==> config.mk <==
export PLATFORM = sky130hd
export DESIGN_NAME = timer_btn_ctrl
export DESIGN_NICKNAME = d
export VERILOG_FILES = /design/src/rtl/timer_pkg.sv /design/src/rtl/btn_debounce.sv /design/src/rtl/timer_btn_ctrl.sv
export SDC_FILE = /design/constraint.sdc
export NUM_CORES = 1
export LEC_CHECK = 0
export BUFFER_PORTS_ARGS = -buffer_cell sky130_fd_sc_hd__buf_4
export CORE_MARGIN = 2
export CORE_UTILIZATION = 60
export DETAILED_ROUTE_END_ITERATION = 6
export PLACE_DENSITY = 0.77
export SYNTH_ARGS = -nofsm -noshare
export SYNTH_HDL_FRONTEND = slang
export SYNTH_SLANG_ARGS = --single-unit
==> constraint.sdc <==
create_clock -name clk -period 2.5 [get_ports clk]
set_clock_uncertainty 0.2 [all_clocks]
set_input_delay 0 -clock clk [delete_from_list [all_inputs] [get_ports clk]]
set_output_delay 0 -clock clk [all_outputs]
set_load 0.005 [all_outputs]
==> src/rtl/timer_pkg.sv <==
// Shared definitions for the start/pause/clear timer controller and the downstream countup.
// The state encoding is decoded outside this block, so it lives here.
package timer_pkg;

    typedef enum logic [1:0] {
        IDLE    = 2'd0,
        RUN     = 2'd1,
        PAUSE   = 2'd2,
        ILLEGAL = 2'd3
    } state_e;

    localparam int DEFAULT_DEBOUNCE_CYCLES = 1000000;
    localparam int DEFAULT_CNT_W           = 20;

    // Start/pause toggle; anything unrecognised falls back to IDLE.
    function automatic state_e start_next(input state_e cur);
        state_e nxt;
        case (cur)
            IDLE:    nxt = RUN;
            RUN:     nxt = PAUSE;
            PAUSE:   nxt = RUN;
            default: nxt = IDLE;
        endcase
        return nxt;
    endfunction

endpackage

==> src/rtl/btn_debounce.sv <==
// Two-flop synchronizer, saturating stability counter and press-edge detector
// for one raw bouncing pushbutton.
module btn_debounce
    import timer_pkg::*;
#(
    parameter int DEBOUNCE_CYCLES = DEFAULT_DEBOUNCE_CYCLES,
    parameter int CNT_W           = DEFAULT_CNT_W
) (
    input  logic clk,
    input  logic rst_n,
    input  logic btn,
    output logic press
);

    localparam logic [CNT_W-1:0] CNT_ZERO  = {CNT_W{1'b0}};
    localparam logic [CNT_W-1:0] CNT_ONE   = {{(CNT_W-1){1'b0}}, 1'b1};
    localparam logic [CNT_W-1:0] CNT_MAX   = {CNT_W{1'b1}};
    localparam logic [CNT_W-1:0] CNT_LIMIT = CNT_W'(DEBOUNCE_CYCLES - 1);

    logic             sync1_r;
    logic             sync2_r;
    logic             level_r;
    logic             level_d_r;
    logic [CNT_W-1:0] cnt_r;

    // Metastability synchronizer for the asynchronous button input.
    always_ff @(posedge clk or negedge rst_n) begin
        if (!rst_n) begin
            sync1_r <= 1'b0;
            sync2_r <= 1'b0;
        end else begin
            sync1_r <= btn;
            sync2_r <= sync1_r;
        end
    end

    // Accept the new level on the DEBOUNCE_CYCLES-th consecutive differing cycle.
    always_ff @(posedge clk or negedge rst_n) begin
        if (!rst_n) begin
            cnt_r   <= CNT_ZERO;
            level_r <= 1'b0;
        end else if (sync2_r == level_r) begin
            cnt_r   <= CNT_ZERO;
        end else if (cnt_r >= CNT_LIMIT) begin
            level_r <= sync2_r;
            cnt_r   <= CNT_ZERO;
        end else if (cnt_r != CNT_MAX) begin
            cnt_r   <= cnt_r + CNT_ONE;
        end
    end

    // Delayed copy of the debounced level for edge detection.
    always_ff @(posedge clk or negedge rst_n) begin
        if (!rst_n) begin
            level_d_r <= 1'b0;
        end else begin
            level_d_r <= level_r;
        end
    end

    assign press = level_r & ~level_d_r;

endmodule

==> src/rtl/timer_btn_ctrl.sv <==
// Start/pause/clear control FSM for a countup timer, driven by two debounced
// pushbuttons. All outputs come straight from flops.
module timer_btn_ctrl
    import timer_pkg::*;
#(
    parameter int DEBOUNCE_CYCLES = DEFAULT_DEBOUNCE_CYCLES,
    parameter int CNT_W           = DEFAULT_CNT_W
) (
    input  logic       clk,
    input  logic       reset,
    input  logic       btn_start,
    input  logic       btn_clear,
    output logic       start,
    output logic       clr_pulse,
    output logic [1:0] state
);

    logic   start_ev_s;
    logic   clr_ev_s;
    state_e state_r;
    logic   start_r;
    logic   clr_pulse_r;
    state_e next_state_s;
    logic   next_start_s;
    logic   next_clr_s;

    btn_debounce #(
        .DEBOUNCE_CYCLES (DEBOUNCE_CYCLES),
        .CNT_W           (CNT_W)
    ) u_db_start (
        .clk   (clk),
        .rst_n (reset),
        .btn   (btn_start),
        .press (start_ev_s)
    );

    btn_debounce #(
        .DEBOUNCE_CYCLES (DEBOUNCE_CYCLES),
        .CNT_W           (CNT_W)
    ) u_db_clear (
        .clk   (clk),
        .rst_n (reset),
        .btn   (btn_clear),
        .press (clr_ev_s)
    );

    // Next state: clear beats start, and the unused encoding recovers to IDLE.
    always_comb begin
        next_state_s = state_r;
        next_clr_s   = 1'b0;
        if (clr_ev_s) begin
            next_state_s = IDLE;
            next_clr_s   = 1'b1;
        end else if (start_ev_s) begin
            next_state_s = start_next(state_r);
        end else begin
            case (state_r)
                IDLE, RUN, PAUSE: next_state_s = state_r;
                default:          next_state_s = IDLE;
            endcase
        end
        next_start_s = (next_state_s == RUN) ? 1'b1 : 1'b0;
    end

    // State and output registers update together so start always tracks RUN.
    always_ff @(posedge clk or negedge reset) begin
        if (!reset) begin
            state_r     <= IDLE;
            start_r     <= 1'b0;
            clr_pulse_r <= 1'b0;
        end else begin
            state_r     <= next_state_s;
            start_r     <= next_start_s;
            clr_pulse_r <= next_clr_s;
        end
    end

    assign state     = state_r;
    assign start     = start_r;
    assign clr_pulse = clr_pulse_r;

endmodule

# Yosys cells after proc, flatten, opt, wreduce, memory -nomap -nowiden
# Index checks and enable logic that the tools add are counted.
totals:
  ff_bits: 52
  in_bits: 4
  out_inout_bits: 4
  elab_cells: 49
classes:
  addsub: 2
  magnitude_cmp: 2
  n_eq_ne: 7
  mux: 12
  n_bitwise: 6
  reduce_logical: 7
ops:
  columns: ["operator", "count"]
  rows:
  - ["$mux 20", 6]
  - ["$add 20x1->20 const B", 2]
  - ["$ge 20x20->1 const B", 2]
  - ["$ne 20x20->1 const B", 2]
  - ["$mux 2", 3]
  - ["$reduce_bool 3->1", 2]
  - ["$eq 2x1->1 const B", 2]
  - ["$not 1->1", 4]
  - ["$pmux 2 s2", 1]
  - ["$reduce_and 2->1", 2]
  - ["$reduce_or 3->1", 1]
  - ["$and 1x1->1", 2]
  - ["$eq 1x1->1", 2]
  - ["$eq 2x2->1 const B", 1]
  - ["$logic_not 2->1", 1]
  - ["$mux 1", 2]
  - ["$reduce_or 2->1", 1]

# Logic depth before layout (Yosys ltp)
logic_depth:
  depth_word: 7
  ltp_mapped: 8
  mapped_depth_nobuf: 6

# Hierarchy
# Synthesis repeated with hierarchy kept, for this count alone.
hier_totals:
  hier_cells: 261
  hier_area_um2: 2613.8
modules_own_cells:
  columns: ["mod", "n_inst", "cells_each", "area_each_um2"]
  rows:
  - ["btn_debounce", 2, 125, 1233.7]
  - ["timer_btn_ctrl", 1, 11, 146.4]

# Worst setup path after synthesis
# OpenSTA, ideal clock, no wires.
synth_path:
  kind: "flip-flop to flip-flop"
  start: "register u_db_start.cnt_r[0]"
  end: "register u_db_start.cnt_r[13]"
  setup_ps: 72
  arrival_ps: 2017
  required_ps: 2228
  slack_ps: 211
  stages_incl_launch_ff: 9
  path_buffers: 2
  synth_period_minus_slack_ps: 2289
  path_cell_list: "dfrtp_1 ha_1 and4_4 a2111o_1 a211o_1 a21bo_1 buf_6 buf_8 nor2_1"
synth_between:
  elab_chain_cells: 4
synth_lines:
  columns: ["element", "line_no", "text"]
  rows:
  - ["start: declaration", "btn_debounce.sv:24", "logic [CNT_W-1:0] cnt_r;"]
  - ["start signal: assignment", "btn_debounce.sv:48", "cnt_r <= cnt_r + CNT_ONE;"]
  - ["$add 20x1->20", "btn_debounce.sv:48", null]
  - ["$mux 20", "btn_debounce.sv:47", "end else if (cnt_r != CNT_MAX) begin"]
  - ["$mux 20", "btn_debounce.sv:44", "end else if (cnt_r >= CNT_LIMIT) begin"]
  - ["$mux 20", "btn_debounce.sv:42", "end else if (sync2_r == level_r) begin"]
# Parallel ways exist; a longest one is shown, timed or not. The select of a mux whose other input is x is not followed.
# A chain may end at the register's enable or synchronous reset.

# Final worst setup path
layout_path:
  start: "register u_db_start.cnt_r[1]"
  end: "register u_db_start.cnt_r[4]"
# Same word-level chain as after synthesis.

==> results_dict.tcl <==
set metrics [dict create \
    period_share_pct 94.21 \
    synth_top_area_cell "dfrtp_1" \
    diodes 0 \
    crit_path_end_kind "flop" \
    dr.pass1.iters 4 \
    ys_types 44 \
    rsz0062_at_grt "no" \
    setup_violations 0 \
    final.min_clock_period_ns 2.355 \
    ant_nets 0 \
    synth_xor_xnor_area_share_pct 7.739 \
    cp_max_fo 19 \
    num-fill-cells 304 \
    power.density_mw_per_mm2 502.6 \
    overflow 0 \
    grt_pass1_vias 1703 \
    slew_violations 0 \
    cts_max_level 2 \
    hold_violations 0 \
    grt_max_degree 53 \
    async_reset_ff_share_pct 100.0 \
    drive_above_1_share_pct 11.99 \
    synth.most_common_cell "dfrtp_1" \
    rows 23 \
    placed_area_mm2 0.002638 \
    synthSimpleGateAreaFrac_pct 26.03 \
    viasPerCell 5.792 \
    sequentialPowerShare_pct 62.1 \
    cp_cell_sequence "ha_1 > and4_4 > a2111o_1 > a211o_1 > a21bo_2 > a211oi_1" \
    hpwl_um 3063 \
    synth.top_cell.area_share_pct 52.26 \
    synth-compound-area-share_pct 9.095 \
    power.total_mw 1.385 \
    synth_fa_ha_area_share_pct 1.005 \
    synth_top_family_by_area "simple AND/OR/NAND/NOR gates" \
    yosysWarnings 0 \
    grt_pass1_wl_um 7251 \
    fmax_mhz 424.6 \
    clk_transition_reported_paths_ns 0.09 \
    crit_path_max_incr_delay_ns 0.42 \
    slowest_stage "dfrtp_1" \
    switchingPower_mw 0.3175 \
    ys.flop_type "dfrtp_1" \
    combinationalPowerShare_pct 4.3 \
    cts_buffers 5 \
    synth_edf_count 0 \
    die_area_mm2 0.004681 \
    worstPathRequired_ns 2.52 \
    antenna_found_initial 0 \
    core_area_mm2 0.004000 \
    worstMarginPinSlew_ns 0.6360 \
    synth_nets 250 \
    syn2layout_area_growth_pct 10.65 \
    max-slew-margin-rel_pct 57.60 \
    arrival_ns 2.37 \
    synth_area_per_cell_um2 10.20 \
    grt_use_total_pct 21.03 \
    die_x_um 68.42 \
    cts.sinks 52 \
    wl_per_cell_um 14.02 \
    drt_first_iter_violations 114 \
    ys_seq_elements 52 \
    setup_tns_ns 0 \
    clockPowerShare_pct 33.6 \
    worstSetupPathType "flop to flop" \
    cts_tree "yes" \
    peakVddDrop_mv 0.4599 \
    synth_commonest_cells "dfrtp_1, nor2_1, nand3_1, xor2_1, nand2_1" \
    whs_ns 0.05778 \
    synth-seq-area-share_pct 52.26 \
    run_status "completed" \
    synth_area_mm2 0.002490 \
    fp.dieH_um 68.42 \
    place.gp.congestion 0.8026 \
    finalWirelength_um 4443 \
    start_kind "flop" \
    final_nets 272 \
    vias 1836 \
    p_sw_share_pct 22.93 \
    synthCells 244 \
    drcViolationCount 0 \
    cts_buffer_depth 2 \
    hp-class "input port to async pin" \
    dp.cells 306 \
    ioPinCount 8 \
    instances_no_fill 317 \
    p_int_mw 1.067 \
    p_leak_nw 1.240 \
    port_buffers 7 \
    synthMuxAreaShare_pct 2.161 \
    synth.top_cells.by_area "dfrtp_1, nor2_1, xor2_1" \
    final_cell_area_mm2 0.002755 \
    drv_cap 0 \
    cts_root_buf "clkbuf_8" \
    cts_setup_buffers 0 \
    clock_latency_ns 0.31 \
    start_util_pct 62.25 \
]
==> per-layer routing <==
layer | GRT usage [%] | vias up | share of wire (%)
li1 | - | 926 | -
met1 | 25.03 | 881 | 46
met2 | 35.82 | 21 | 50
met3 | 5.757 | 8 | 2.4
met4 | 8.500 | 0 | 2.0
met5 | 0 | - | 0
==> path summary, 6_finish.rpt <==
| check | from | to | slack (ns) | depth (start not counted) |
|---|---|---|---|---|
| worst max-delay path | u_db_start.cnt_r[1] | u_db_start.cnt_r[4] | 0.14 | 6 |
| worst min-delay path | reset | u_db_start.cnt_r[19] | 0.06 | 2 |
| worst max register to register | u_db_start.cnt_r[1] | u_db_start.cnt_r[4] | 0.14 | 6 |
| worst min register to register | u_db_start.sync1_r | u_db_start.sync2_r | 0.16 | 0 |
| max in group asynchronous | reset | u_db_start.level_d_r | 1.62 | 2 |
| min in group clk | btn_start | u_db_start.sync1_r | 0.14 | 2 |
==> power groups by stage <==
stage	combinational [mW]	clock, mW	sequential (mW)
finish	0.0594	0.466	0.859
floorplan	0.0280	0	0.876
global route	0.0684	0.513	0.861
CTS	0.0608	0.486	0.859
global placement	0.0552	0	0.875
detailed placement	0.0568	0	0.876
==> placed cells by master, fill, tap and decap left out, types with 3 or more instances in the layout <==
cell / count
a31oi_1: 3
xor2_1: 13
clkbuf_8: 5
o21ai_0: 6
and4_1: 6
nor3_1: 7
mux2_2: 3
nand3_1: 14
dfrtp_1: 52
or3_1: 3
and3_1: 9
buf_4: 16
nand2b_1: 4
nand4_1: 11
dlygate4sd3_1: 3
nand2_1: 12
a21oi_1: 8
o211ai_1: 3
nor2_1: 41
xnor2_1: 9
a211oi_1: 6
==> registers in the layout (all words and copies together), names as in the netlist <==
| name | flops |
|---|---|
| u_db_start.sync1_r | 1 |
| u_db_clear.sync2_r | 1 |
| start | 1 |
| u_db_clear.level_r | 1 |
| u_db_start.level_d_r | 1 |
| u_db_start.cnt_r | 20 |
| u_db_start.sync2_r | 1 |
| u_db_clear.level_d_r | 1 |
| u_db_start.level_r | 1 |
| u_db_clear.cnt_r | 20 |
| clr_pulse | 1 |
| u_db_clear.sync1_r | 1 |
| state | 2 |
==> critical path: cells and delay by family, from the launching register on <==
family | cells | cell delay [ns]
AOI/OAI and AO/OA | 4 | 1.27
DFF | 1 | 0.42
and+or+nand+nor | 1 | 0.17
adders and majority gates | 1 | 0.21
==> metrics by stage <==
stage | worst slack (ns) | utilization (%)
after global placement | 0.1150 | 65.94
after floorplan | 0.2114 | -
after global routing | 0.04362 | 68.88
after CTS | 0.02891 | 68.88
final | 0.1447 | 68.88
after detailed placement | 0.04974 | 65.94
==> kinds of logic after synthesis <==
kind of cell               after synthesis
DFF                                     52
adders and majority gates                2
muxes                                    5
xor gates and xnor gates                22
and+or+nand+nor                        123
AOI/OAI and AO/OA                       34
buffers and inverters                    6
==> area by class of cell <==
| type | count | area (um2) | share of cell area, % |
|---|---|---|---|
| clock buffers | 5 | 68.82 | 2.498 |
| clock inverters | 3 | 18.77 | 0.6812 |
| inverters | 2 | 7.507 | 0.2725 |
| multi-input cells | 186 | 1146 | 41.60 |
| flip-flops and latches | 52 | 1301 | 47.23 |
| well taps | 50 | 62.56 | 2.271 |
| repair buffers | 19 | 150.1 | 5.450 |
==> repair_timing <==
action,CTS,global route
hold buffers,3,0
endpoints found under the setup margin,0,5
resized for setup,0,1
hold endpoints to repair,54,0
Note: power is estimated with default switching activity, not from simulation.
